### src/rtl/adc_capture_writer.sv
// Captures a triggered, decimated ADC burst and writes tagged 32-bit words into the meas or offs RAM.
// Latency: a kept sample in cycle N appears as a RAM write (we/adr/dat) in cycle N+1; done_o follows the last write by one cycle.
// Backpressure: none; the ADC stream and RAM write port are never stalled, and samples outside CAPTURE are dropped.
module adc_capture_writer #(
    parameter int g_adc_width  = 16,
    parameter int g_depth_log2 = 12
) (
    input  logic                    clk_i,
    input  logic                    rst_n_i,
    input  logic                    start_i,
    input  logic                    abort_i,
    input  logic                    trig_i,
    input  logic                    target_i,
    input  logic [7:0]              decim_i,
    input  logic [12:0]             nsamples_i,
    input  logic [1:0]              cal_sel_i,
    input  logic                    adc_valid_i,
    input  logic [g_adc_width-1:0]  adc_data_i,
    output logic [g_depth_log2-1:0] adc_meas_adr_o,
    output logic                    adc_meas_data_we_o,
    output logic [31:0]             adc_meas_data_dat_o,
    output logic [g_depth_log2-1:0] adc_offs_adr_o,
    output logic                    adc_offs_data_we_o,
    output logic [31:0]             adc_offs_data_dat_o,
    output logic                    busy_o,
    output logic                    armed_o,
    output logic                    done_o,
    output logic [12:0]             count_o
);

    localparam logic [12:0] c_depth = 13'(2 ** g_depth_log2);

    typedef enum logic [1:0] {
        S_IDLE,
        S_ARMED,
        S_CAPTURE,
        S_DONE
    } state_t;

    state_t                  state_q, state_d;
    logic                    target_q, target_d;
    logic [7:0]              decim_q, decim_d;
    logic [12:0]             nsamples_q, nsamples_d;
    logic [7:0]              dec_q, dec_d;
    logic [12:0]             count_q, count_d;
    logic [7:0]              run_q, run_d;
    logic                    meas_we_q, meas_we_d;
    logic                    offs_we_q, offs_we_d;
    logic [g_depth_log2-1:0] adr_q, adr_d;
    logic [31:0]             dat_q, dat_d;
    logic                    busy_q, busy_d;
    logic                    armed_q, armed_d;
    logic                    done_q, done_d;

    logic                    keep;
    logic [12:0]             ns_clamped;
    logic [15:0]             sample_sext;

    // Next-state, decimation, write-path and status computation; abort overrides everything.
    always_comb begin
        state_d     = state_q;
        target_d    = target_q;
        decim_d     = decim_q;
        nsamples_d  = nsamples_q;
        dec_d       = dec_q;
        count_d     = count_q;
        run_d       = run_q;
        meas_we_d   = 1'b0;
        offs_we_d   = 1'b0;
        adr_d       = adr_q;
        dat_d       = dat_q;
        done_d      = 1'b0;
        keep        = 1'b0;
        ns_clamped  = (nsamples_i > c_depth) ? c_depth : nsamples_i;
        sample_sext = 16'($signed(adc_data_i));

        if (abort_i) begin
            state_d = S_IDLE;
        end else begin
            case (state_q)
                S_IDLE: begin
                    if (start_i) begin
                        target_d   = target_i;
                        decim_d    = decim_i;
                        nsamples_d = ns_clamped;
                        count_d    = 13'd0;
                        dec_d      = 8'd0;
                        state_d    = (ns_clamped == 13'd0) ? S_DONE : S_ARMED;
                    end
                end
                S_ARMED: begin
                    if (trig_i) begin
                        state_d = S_CAPTURE;
                    end
                end
                S_CAPTURE: begin
                    if (adc_valid_i) begin
                        if (dec_q == 8'd0) begin
                            keep  = 1'b1;
                            dec_d = decim_q;
                        end else begin
                            dec_d = dec_q - 8'd1;
                        end
                    end
                end
                S_DONE: begin
                    state_d = S_IDLE;
                    done_d  = 1'b1;
                    run_d   = run_q + 8'd1;
                end
                default: state_d = S_IDLE;
            endcase

            // The address is the pre-increment count, so the first word lands at 0.
            if (keep) begin
                meas_we_d = ~target_q;
                offs_we_d = target_q;
                adr_d     = count_q[g_depth_log2-1:0];
                dat_d     = {run_q, 6'b0, cal_sel_i, sample_sext};
                count_d   = count_q + 13'd1;
                if (count_q + 13'd1 == nsamples_q) begin
                    state_d = S_DONE;
                end
            end
        end

        busy_d  = (state_d == S_ARMED) || (state_d == S_CAPTURE);
        armed_d = (state_d == S_ARMED);
    end

    // State, configuration and registered outputs with synchronous active-low reset.
    always_ff @(posedge clk_i) begin
        if (!rst_n_i) begin
            state_q    <= S_IDLE;
            target_q   <= 1'b0;
            decim_q    <= 8'd0;
            nsamples_q <= 13'd0;
            dec_q      <= 8'd0;
            count_q    <= 13'd0;
            run_q      <= 8'd0;
            meas_we_q  <= 1'b0;
            offs_we_q  <= 1'b0;
            adr_q      <= '0;
            dat_q      <= 32'd0;
            busy_q     <= 1'b0;
            armed_q    <= 1'b0;
            done_q     <= 1'b0;
        end else begin
            state_q    <= state_d;
            target_q   <= target_d;
            decim_q    <= decim_d;
            nsamples_q <= nsamples_d;
            dec_q      <= dec_d;
            count_q    <= count_d;
            run_q      <= run_d;
            meas_we_q  <= meas_we_d;
            offs_we_q  <= offs_we_d;
            adr_q      <= adr_d;
            dat_q      <= dat_d;
            busy_q     <= busy_d;
            armed_q    <= armed_d;
            done_q     <= done_d;
        end
    end

    assign adc_meas_adr_o      = adr_q;
    assign adc_meas_data_we_o  = meas_we_q;
    assign adc_meas_data_dat_o = dat_q;
    assign adc_offs_adr_o      = adr_q;
    assign adc_offs_data_we_o  = offs_we_q;
    assign adc_offs_data_dat_o = dat_q;
    assign busy_o              = busy_q;
    assign armed_o             = armed_q;
    assign done_o              = done_q;
    assign count_o             = count_q;

endmodule

### config.mk
export PLATFORM = sky130hd
export DESIGN_NAME = adc_capture_writer
export DESIGN_NICKNAME = d
export VERILOG_FILES = /design/src/rtl/adc_capture_writer.sv
export SDC_FILE = /design/constraint.sdc
export NUM_CORES = 1
export LEC_CHECK = 0
export CAP_MARGIN = 20
export CORE_MARGIN = 2
export CORE_UTILIZATION = 33
export CTS_BUF_LIST = sky130_fd_sc_hd__clkbuf_8
export DETAILED_ROUTE_END_ITERATION = 12
export PLACE_DENSITY_LB_ADDON = 0.12
export SLEW_MARGIN = 20
export SYNTH_ARGS = -nofsm -noshare
export SYNTH_HDL_FRONTEND = slang
export SYNTH_SLANG_ARGS = --single-unit
### constraint.sdc
create_clock -name clk_i -period 3.65 [get_ports clk_i]
set_clock_uncertainty 0.15 [all_clocks]
set_input_delay 1.095 -clock clk_i [delete_from_list [all_inputs] [get_ports clk_i]]
set_output_delay 1.095 -clock clk_i [all_outputs]
set_load 0.05 [all_outputs]
==> impl_metrics.csv <==
group,metric,value,unit
cts,clkSinkCount,96,
status,outcome,"complete, no violations",
sta,tns,0,ns
logic_synthesis,synth_commonest_cells,"110 x nand2_1, 96 x dfxtp_1, 76 x a21oi_1, 50 x buf_4, 50 x nor2_1",
cts,htreeDepth,3,
cts,postCtsSetupRepairBufs,0,
global_route,grt_max_degree,39,
sta,hold_viol_final,0,
critical_path,reg2reg_setup_slack,0.55,ns
sta,maxSlewHeadroom,37.30,%
cts,cts_made_buffers,9,
worst_hold_path,hp-class,"reg2reg",
cts,cts_tree,"done",
floorplanning,core,13880,um^2
routing,detail_route.iter0.violations,263,
routing,m1WireLength,6.043,mm
critical_path,cp.arrival,1.89,ns
floorplanning,die_w,123.3,um
pwr,p_leak,2.044,nW
placement,io_buffer_count,139,
cts,path_clk_slew,0.10,ns
cts,cts_hold_buf,0,
floorplanning,die_area,15200,um^2
logic_synthesis,yosysSeqAreaShare,40.94,%
global_route,grt_overflow,0,
logic_synthesis,synth_area_leaders,"dfxtp_1 41%, nand2_1 8.8%, a21oi_1 8.1%, buf_4 8.0%, nor2_1 4.0%",
layout,fin_util,43.71,%
logic_synthesis,synth-edff-count,0,
sta,slew_viol_final,0,
logic_synthesis,yosysWarningCount,0,
routing,drt_first_pass_iters,5,
global_route,track_usage,16.99,%
cts,post_cts_resized,0,
pwr,vdd_drop_max,138.2,uV
layout,nets,725,
routing,via_per_inst,4.974,
sta,rsz0062_at_grt,"no",
cts,cts-root-buf,"clkbuf_8",
sta,setup_violations,0,
global_route,grt_first_pass_wirelength,20.08,mm
sta,clock.fmax,319.3,MHz
run,drv_cap,0,
critical_path,worstSetupStartpointType,"register",
floorplanning,initial_utilization,33.82,%
floorplanning,io_pins,152,
placement,place_hpwl,9.091,mm
floorplanning,die_h,123.3,um
logic_synthesis,synth_top_area_cell,"dfxtp_1",
floorplanning,row_count,43,
routing,num_vias,4273,
pwr,p_switching,0.5152,mW
logic_synthesis,synth_top_cell_area_share,40.94,%
critical_path,cpMaxStageDelayCell,"clkdlybuf4s50_1",
pwr,pwr-share-seq,56.3,%
global_route,antenna_found_initial,0,
layout,syn_to_final_growth,29.24,%
pwr,pwr-share-clk,33.7,%
layout,fill_cells,1418,
critical_path,cp_data_required_time,2.40,ns
routing,wl,12.69,mm
routing,antenna_left,0,
critical_path,cpLargestDelayFamily,"buffers and inverters",
logic_synthesis,synth-seq-cells,96,
sta,fin_crit_sh,85.81,%
pwr,p_int,1.386,mW
pwr,powerDensity,313.3,nW/um^2
routing,wl_met2,5.716,mm
cts,clk-insertion-delay-late,0.39,ns
critical_path,path_class,"reg2out",
critical_path,slowest_delay,0.90,ns
global_route,grt_pass1_vias,3963,
layout,drive_gt1_share,5.302,%
layout,antennaDiodeCount,0,
pwr,comb_power_share,10.0,%
routing,drc,0,
logic_synthesis,avgSynthCellArea,7.930,um^2
logic_synthesis,synth_flop_cell,"dfxtp_1",
routing,maxUsedRoutingLayer,"met4",
sta,worst_pin_slew,0.9371,ns
logic_synthesis,synth.most_common_cell,"nand2_1",
critical_path,path_cells,"clkdlybuf4s50_1",
routing,wl_per_cell,14.77,um
critical_path,path_max_fanout,13,
routing,dr_wl_met3,634,um
critical_path,cp-end-kind,"output pin",
logic_synthesis,synth.cell_area,4695,um^2
cts,clockBufferDepth,2,
critical_path,worst-path-buf-inv,1,
logic_synthesis,synth_cell_types,56,
placement,globalplace.congestion,0.8311,
pwr,power.share.switching,27.10,%
logic_synthesis,syn_inst,592,
sta,period_minus_slack,3.132,ns
logic_synthesis,async_reset_ff_share,0,%
[through the flow]
stage / worst slack, ns / hold WS, ns / total power [mW] / area (um^2) / cells
4_1_cts: 0.5002 / 0.3125 / 1.931 / 6067 / 859
5_1_grt: 0.3679 / 0.3445 / 1.991 / 6067 / 859
3_5_place_dp: 0.3506 / 0.2989 / 1.285 / 5896 / 844
3_3_place_gp: 0.3899 / 0.2986 / 1.284 / 5896 / 844
2_1_floorplan: 0.7003 / 0.2661 / 1.205 / 4736 / 603
6_report: 0.5181 / 0.3064 / 1.901 / 6067 / 859
[worst paths after layout]
| check | startpoint | cells after the start | to |
|---|---|---|---|
| max | count_o[5] | 1 | count_o[5] |
| min reg2reg | decim_q[7] | 2 | decim_q[7] |
| max reg2reg | dec_q[0] | 10 | busy_o |
| min | decim_q[7] | 2 | decim_q[7] |
[layout by cell type (no fill, tap or decap), drive strengths merged, types with 10 or more instances in the layout]
master	n
a21oi	76
a22oi	13
xor2	10
dfxtp	96
buf	13
clkdlybuf4s50	139
xnor2	12
o21ai	19
nor2	50
conb	12
nand2	110
[cell type report]
| class | instances | area [um^2] | area share, % |
|---|---|---|---|
| flip-flops and latches | 96 | 1922 | 31.68 |
| clock inverters | 6 | 47.55 | 0.7837 |
| well taps | 180 | 225.2 | 3.712 |
| inverters | 7 | 26.28 | 0.4331 |
| multi-input cells | 409 | 2208 | 36.40 |
| repair buffers | 152 | 1514 | 24.95 |
| clock buffers | 9 | 123.9 | 2.042 |
[per-layer routing]
metal	track usage [%]	vias up
li1	-	2117
met1	23.35	1992
met2	26.17	144
met3	2.629	20
met4	7.741	0
met5	0	-
[power by group through the flow]
stage	Combinational, mW	Clock, mW	Sequential [mW]
after floorplan	0.107	0	1.10
after global placement	0.189	0	1.09
after detailed placement	0.191	0	1.09
after CTS	0.192	0.669	1.07
after global routing	0.206	0.713	1.07
final	0.190	0.641	1.07
[flip-flops by register name, indices dropped and copies added (netlist names)]
name and count:
done_o 1, adc_meas_adr_o 12, run_q 8, adc_meas_data_dat_o 26
nsamples_q 13, adc_offs_data_we_o 1, busy_o 1, decim_q 8
adc_meas_data_we_o 1, state_q 2, dec_q 8, target_q 1
armed_o 1, count_o 13
[logic make-up after synthesis]
family | Yosys count | share of synthesized area (%)
simple gates | 233 | 23.08
compound gates | 137 | 17.46
buf+inv | 98 | 13.06
flops | 96 | 40.94
xor+xnor | 22 | 4.104
fa+ha+maj | 4 | 1.066
other cells | 1 | 0.07988
mux | 1 | 0.2132
No activity file was read; power rests on OpenSTA's default activity.
